==> config.mk <==
export PLATFORM = sky130hd
export DESIGN_NAME = ps2_kbd_rx
export DESIGN_NICKNAME = d
export VERILOG_FILES = /design/src/rtl/ps2_kbd_rx_pkg.sv /design/src/rtl/ps2_frame_rx.sv /design/src/rtl/ps2_kbd_rx.sv
export SDC_FILE = /design/constraint.sdc
export NUM_CORES = 1
export LEC_CHECK = 0
export ABC_AREA = 1
export BUFFER_PORTS_ARGS = -buffer_cell sky130_fd_sc_hd__buf_2
export CAP_MARGIN = 15
export CORE_AREA = 8 8 101 103
export CTS_CLUSTER_DIAMETER = 150
export DETAILED_ROUTE_END_ITERATION = 8
export DIE_AREA = 0 0 109 111
export PLACE_DENSITY = 0.62
export REMOVE_ABC_BUFFERS = 1
export SLEW_MARGIN = 20
export SYNTH_ARGS = -nofsm -noshare
export SYNTH_HDL_FRONTEND = slang
export SYNTH_SLANG_ARGS = --single-unit
export TNS_END_PERCENT = 10
==> constraint.sdc <==
create_clock -name clk -period 3.6 [get_ports clk]
set_input_delay 0.18 -clock clk [delete_from_list [all_inputs] [get_ports clk]]
set_output_delay 0.18 -clock clk [all_outputs]
set_load 0.005 [all_outputs]
==> src/rtl/ps2_kbd_rx_pkg.sv <==
// Shared definitions for the PS/2 keyboard receiver: decoder states,
// prefix byte constants and the frame check used by the receiver.
package ps2_kbd_rx_pkg;

    typedef enum logic [1:0] {
        KBD_IDLE,
        KBD_EXT,
        KBD_BRK,
        KBD_EXT_BRK
    } kbd_state_e;

    localparam logic [7:0] PS2_EXT = 8'hE0;
    localparam logic [7:0] PS2_BRK = 8'hF0;

    localparam int FRAME_BITS = 11;

    // Frame layout, bit 0 first on the wire: start, D0..D7, parity, stop.
    // Good frame: start low, stop high, odd parity over data plus parity bit.
    function automatic logic frame_ok(input logic [FRAME_BITS-1:0] frame);
        return (frame[0] == 1'b0) && (frame[10] == 1'b1) && (^frame[9:1] == 1'b1);
    endfunction

endpackage

==> src/rtl/ps2_frame_rx.sv <==
// PS/2 frame receiver: synchronizes the raw lines, shifts in 11-bit frames on
// falling ps2_clk edges, checks framing/parity and aborts stalled frames.
module ps2_frame_rx
    import ps2_kbd_rx_pkg::*;
#(
    parameter int TIMEOUT_CYC = 20000
) (
    input  logic       clk,
    input  logic       rst,
    input  logic       ps2_clk,
    input  logic       ps2_data,
    output logic [7:0] byte_o,
    output logic       byte_valid_o,
    output logic       byte_err_o
);

    localparam int TW = $clog2(TIMEOUT_CYC + 1);
    localparam logic [TW-1:0] TO_LAST = TW'(TIMEOUT_CYC - 1);

    logic [1:0]            clk_sync_q;
    logic [1:0]            data_sync_q;
    logic                  clk_prev_q;
    logic [FRAME_BITS-1:0] shift_q, shift_d;
    logic [3:0]            cnt_q, cnt_d;
    logic [TW-1:0]         to_q, to_d;
    logic [7:0]            byte_q, byte_d;
    logic                  valid_q, valid_d;
    logic                  err_q, err_d;
    logic                  fall;

    assign fall = clk_prev_q & ~clk_sync_q[1];

    // Two-flop synchronizers plus a history flop for falling-edge detection;
    // lines idle high, so everything resets to 1.
    always_ff @(posedge clk or posedge rst) begin
        if (rst) begin
            clk_sync_q  <= 2'b11;
            data_sync_q <= 2'b11;
            clk_prev_q  <= 1'b1;
        end else begin
            clk_sync_q  <= {clk_sync_q[0], ps2_clk};
            data_sync_q <= {data_sync_q[0], ps2_data};
            clk_prev_q  <= clk_sync_q[1];
        end
    end

    // Shift, bit count and stall timer; a result pulses the cycle after the last edge.
    always_comb begin
        shift_d = shift_q;
        cnt_d   = cnt_q;
        to_d    = to_q;
        byte_d  = byte_q;
        valid_d = 1'b0;
        err_d   = 1'b0;
        if (fall) begin
            shift_d = {data_sync_q[1], shift_q[FRAME_BITS-1:1]};
            to_d    = '0;
            if (cnt_q == 4'd10) begin
                cnt_d = 4'd0;
                if (frame_ok(shift_d)) begin
                    valid_d = 1'b1;
                    byte_d  = shift_d[8:1];
                end else begin
                    err_d = 1'b1;
                end
            end else begin
                cnt_d = cnt_q + 4'd1;
            end
        end else if (cnt_q != 4'd0) begin
            if (to_q == TO_LAST) begin
                cnt_d = 4'd0;
                to_d  = '0;
                err_d = 1'b1;
            end else begin
                to_d = to_q + 1'b1;
            end
        end
    end

    // Receiver state register.
    always_ff @(posedge clk or posedge rst) begin
        if (rst) begin
            shift_q <= '0;
            cnt_q   <= 4'd0;
            to_q    <= '0;
            byte_q  <= 8'h00;
            valid_q <= 1'b0;
            err_q   <= 1'b0;
        end else begin
            shift_q <= shift_d;
            cnt_q   <= cnt_d;
            to_q    <= to_d;
            byte_q  <= byte_d;
            valid_q <= valid_d;
            err_q   <= err_d;
        end
    end

    assign byte_o       = byte_q;
    assign byte_valid_o = valid_q;
    assign byte_err_o   = err_q;

endmodule

==> src/rtl/ps2_kbd_rx.sv <==
// PS/2 keyboard receiver top: frame receiver plus a scan-code decoder that
// tracks E0/F0 prefixes, the held key, typematic repeats and a press count.
module ps2_kbd_rx
    import ps2_kbd_rx_pkg::*;
#(
    parameter int TIMEOUT_CYC = 20000
) (
    input  logic       clk,
    input  logic       rst,
    input  logic       ps2_clk,
    input  logic       ps2_data,
    output logic [7:0] data,
    output logic       data_ready,
    output logic       pressing,
    output logic       extended,
    output logic [7:0] key_count,
    output logic       frame_err
);

    logic [7:0] rx_byte;
    logic       rx_valid;
    logic       rx_err;

    kbd_state_e state_q, state_d;
    logic [7:0] data_q, data_d;
    logic       pressing_q, pressing_d;
    logic       extended_q, extended_d;
    logic [7:0] count_q, count_d;
    logic       ready_q, ready_d;
    logic       ferr_q, ferr_d;
    logic       is_ext;

    ps2_frame_rx #(
        .TIMEOUT_CYC (TIMEOUT_CYC)
    ) u_frame_rx (
        .clk          (clk),
        .rst          (rst),
        .ps2_clk      (ps2_clk),
        .ps2_data     (ps2_data),
        .byte_o       (rx_byte),
        .byte_valid_o (rx_valid),
        .byte_err_o   (rx_err)
    );

    assign is_ext = (state_q == KBD_EXT) || (state_q == KBD_EXT_BRK);

    // Decoder next state: prefixes move between states, make/break bytes update the held key.
    always_comb begin
        state_d    = state_q;
        data_d     = data_q;
        pressing_d = pressing_q;
        extended_d = extended_q;
        count_d    = count_q;
        ready_d    = 1'b0;
        ferr_d     = 1'b0;
        if (rx_err) begin
            ferr_d  = 1'b1;
            state_d = KBD_IDLE;
        end else if (rx_valid) begin
            case (state_q)
                KBD_IDLE, KBD_EXT: begin
                    if (rx_byte == PS2_EXT) begin
                        state_d = KBD_EXT;
                    end else if (rx_byte == PS2_BRK) begin
                        state_d = (state_q == KBD_EXT) ? KBD_EXT_BRK : KBD_BRK;
                    end else begin
                        state_d = KBD_IDLE;
                        if (!pressing_q || (rx_byte != data_q) || (is_ext != extended_q)) begin
                            data_d     = rx_byte;
                            extended_d = is_ext;
                            pressing_d = 1'b1;
                            ready_d    = 1'b1;
                            count_d    = count_q + 8'd1;
                        end
                    end
                end
                KBD_BRK, KBD_EXT_BRK: begin
                    if ((rx_byte != PS2_EXT) && (rx_byte != PS2_BRK)) begin
                        state_d = KBD_IDLE;
                        if ((rx_byte == data_q) && (is_ext == extended_q)) begin
                            pressing_d = 1'b0;
                        end
                    end
                end
                default: state_d = KBD_IDLE;
            endcase
        end
    end

    // Decoder state and output registers.
    always_ff @(posedge clk or posedge rst) begin
        if (rst) begin
            state_q    <= KBD_IDLE;
            data_q     <= 8'h00;
            pressing_q <= 1'b0;
            extended_q <= 1'b0;
            count_q    <= 8'h00;
            ready_q    <= 1'b0;
            ferr_q     <= 1'b0;
        end else begin
            state_q    <= state_d;
            data_q     <= data_d;
            pressing_q <= pressing_d;
            extended_q <= extended_d;
            count_q    <= count_d;
            ready_q    <= ready_d;
            ferr_q     <= ferr_d;
        end
    end

    assign data       = data_q;
    assign data_ready = ready_q;
    assign pressing   = pressing_q;
    assign extended   = extended_q;
    assign key_count  = count_q;
    assign frame_err  = ferr_q;

endmodule

==> results.yml <==
critical_path:
  endpoint_kind: "register"
  worst-path-max-fanout: 16
  start_kind: "register"
  required_ns: 3.87
  cp_top_family: "simple AND/OR/NAND/NOR gates"
  cp_slowest_cell: "dfstp_2"
  path_class: "register to register"
  crit_arrival_ns: 2.19
  timing.rr.start: "u_frame_rx.clk_prev_q"
  critPathBufInv: 3
  worstPathCellList: "inv_1 -> nor2_4 -> inv_2 -> nand2_2 -> nand3_1 -> nor3_2 -> nand2_1 -> nand2_1 -> inv_1 -> nor2_1"
  max_stage_delay_ns: 0.51
  startpoint: "u_frame_rx.clk_prev_q"
routing:
  route.met2.wl_um: 2950
  first_pass_iters: 4
  drc_errors: 0
  wire_per_inst_um: 11.9
  ant_nets: 0
  drt-total-wl_um: 6470
  vias_per_cell: 4.79
  vias: 2598
  drtIter0Drc: 112
  dr_wl_met3_um: 379
  highest_layer: "met4"
  drt-met1-wl_um: 3050
sta:
  setup_viol: 0
  layout_worst_path_cycle_share_pct: 53.4
  tightestPinTransition_ns: 0.916
  skew_ns: 0.00802
  rsz0062_at_grt: "no"
  final_hold_viol_count: 0
  min_period_ns: 1.92
  finalSetupTns_ns: 0
  slew_headroom_pct: 38.8
  drv_slew: 0
  fmax_mhz: 521
  timing.hold.ws_ns: 0.0438
synth:
  syn_area_um2: 3320
  synth_warnings: 0
  synth_cells: 397
  ys_types: 30
  synth.avg_cell_area_um2: 8.36
  ys_seq_elements: 66
  seq_area_frac_synth_pct: 49.9
cts:
  cts_root_buf: "clkbuf_8"
  htree_levels: 3
  numCtsBuffers: 9
  tritoncts: "built"
  cts.sinks: 66
  cts_setup_buffers: 0
  clock_path_buffers: 2
  path_clk_slew_ns: 0.07
  insertion_delay_ns: 0.34
place:
  gp_congestion: 0.861
  place_hpwl_um: 4630
  io_buffer_count: 23
  placed_area_um2: 3540
outcome:
  status: "finished, final reports clean"
global_routing:
  antenna_found_initial: 0
  grt_overflow: 0
  grt_pass1_vias: 2538
  grt_util_all_layers_pct: 11.6
  grt_start_max_net_pins: 45
  grt_pass1_wl_um: 11400
cells_and_area:
  antenna_cells: 0
  nets: 438
  drive_gt1_share_pct: 15.7
  syn_to_final_growth_pct: 14.5
  fin_util_pct: 44.5
  final_cell_area_um2: 3800
pwr:
  leakagePower_nw: 1.92
  ir_drop_v: 0.000218
  powerDensity_nw_per_um2: 531
  p_total_mw: 2.02
worst_hold_path:
  hold_path.class: "input port to async pin"
floorplan:
  ioPinCount: 24
  die_w_um: 109
  initial_utilization_pct: 38.8
  dieArea_um2: 12100
  rows: 34
  core_um2: 8550
  die_y_um: 111
run:
  maxCapViolations: 0
[placed cells by master (no fill, tap or decap)]
cell           instances
clkinv_2               1
nor2_4                 1
ha_1                   5
nand2_4                1
o21ai_0               16
nor3_4                 1
nor3_1                 7
dfrtp_1               61
nor2_1                27
o22ai_1                1
dlygate4sd3_1          2
a21oi_1                5
xor2_1                 8
bufinv_16              2
nand3_4                2
clkinvlp_4             1
buf_4                  2
clkbuf_8              12
dfstp_2                5
nor4_1                 1
inv_1                 39
nand4_1               18
o21ai_1                1
nand3_1               33
nor2_2                 2
nand2_1              126
buf_2                 23
inv_2                  3
xnor2_1               15
nor3b_2                1
nor3_2                 4
nand2_2                7
a31oi_1                1
[stage by stage]
| stage | std cells | setup slack, ns |
|---|---|---|
| global route | 542 | 1.43 |
| detailed placement | 524 | 1.66 |
| global placement | 524 | 1.72 |
| floorplan | 391 | 1.77 |
| finish | 542 | 1.68 |
| CTS | 542 | 1.67 |
[per-layer routing]
layer	GRT usage, %	vias to the layer above
li1	-	1339
met2	18.3	41
met4	4.66	0
met3	3.66	10
met1	14.3	1208
met5	0	-
[cells in the mapped netlist]
library cell	instances	area, µm²
nand2_1	126	473
dfrtp_1	61	1530
inv_1	40	150
nand3_1	33	165
nor2_1	27	101
nand4_1	18	113
o21ai_0	16	80.1
xnor2_1	15	131
xor2_1	8	70.1
nand2_2	7	43.8
nor3_1	7	35.0
a21oi_1	5	25.0
dfstp_2	5	131
ha_1	5	62.6
nor3_2	4	40.0
buf_6	2	22.5
clkbuf_1	2	7.51
inv_2	2	7.51
nand3_4	2	35.0
nor2_2	2	12.5
a31oi_1	1	6.26
buf_2	1	5.00
buf_4	1	7.51
nand2_4	1	11.3
nor2_4	1	11.3
nor3_4	1	16.3
nor3b_2	1	12.5
nor4_1	1	6.26
o21ai_1	1	5.00
o22ai_1	1	6.26
[worst paths after layout]
check	end	slack, ns	depth (start not counted)
setup / recovery	u_frame_rx.to_q[11]	1.68	10
hold / removal	key_count[7]	0.04	2
min in group clk	u_frame_rx.clk_sync_q[1]	0.36	0
max in group asynchronous	u_frame_rx.clk_sync_q[0]	2.66	3
setup reg to reg	u_frame_rx.to_q[11]	1.68	10
hold reg to reg	u_frame_rx.clk_sync_q[1]	0.36	0
[logic make-up (layout without fill, tap and decap cells)]
family / after synthesis / in the layout / synth area share (%)
AND/OR/NAND/NOR: 231 / 231 / 32.4
flip-flops: 66 / 66 / 49.9
buffers and inverters: 48 / 85 / 6.03
AO/OA/AOI/OAI: 24 / 24 / 3.69
XOR/XNOR: 23 / 23 / 6.07
adder cells (fa/ha/maj): 5 / 5 / 1.88
[power by group]
group | switching [mW] | internal, mW | leakage [nW] | total, mW
registers | 0.0833 | 0.821 | 0.885 | 0.905
logic | 0.249 | 0.135 | 0.916 | 0.384
clock network | 0.284 | 0.446 | 0.119 | 0.730
total | 0.616 | 1.40 | 1.92 | 2.02
[state kept, by name, summed over array words and instances, names as in the netlist]
name,flops
u_frame_rx.byte_err_o,1
data,8
extended,1
data_ready,1
u_frame_rx.byte_valid_o,1
u_frame_rx.clk_sync_q,2
u_frame_rx.clk_prev_q,1
u_frame_rx.data_sync_q,2
key_count,8
u_frame_rx.shift_q,10
u_frame_rx.to_q,15
state_q,2
pressing,1
u_frame_rx.byte_o,8
frame_err,1
u_frame_rx.cnt_q,4
[final cells by class]
class                           instances  area [µm²]
Clock buffer                           12         165
Clock inverter                          4        72.6
Fill cell                             823        4750
Inverter                               42         158
Multi-Input combinational cell        283        1460
Sequential cell                        66        1660
Tap cell                              108         135
Timing Repair Buffer                   27         150
[repair_timing]
action | in CTS | in global routing
endpoints found under the setup margin | 0 | 0
hold buffers | 2 | 0
gates resized for setup | 0 | 0
hold endpoints to repair | 2 | 0
(Power assumes the default switching activity.)
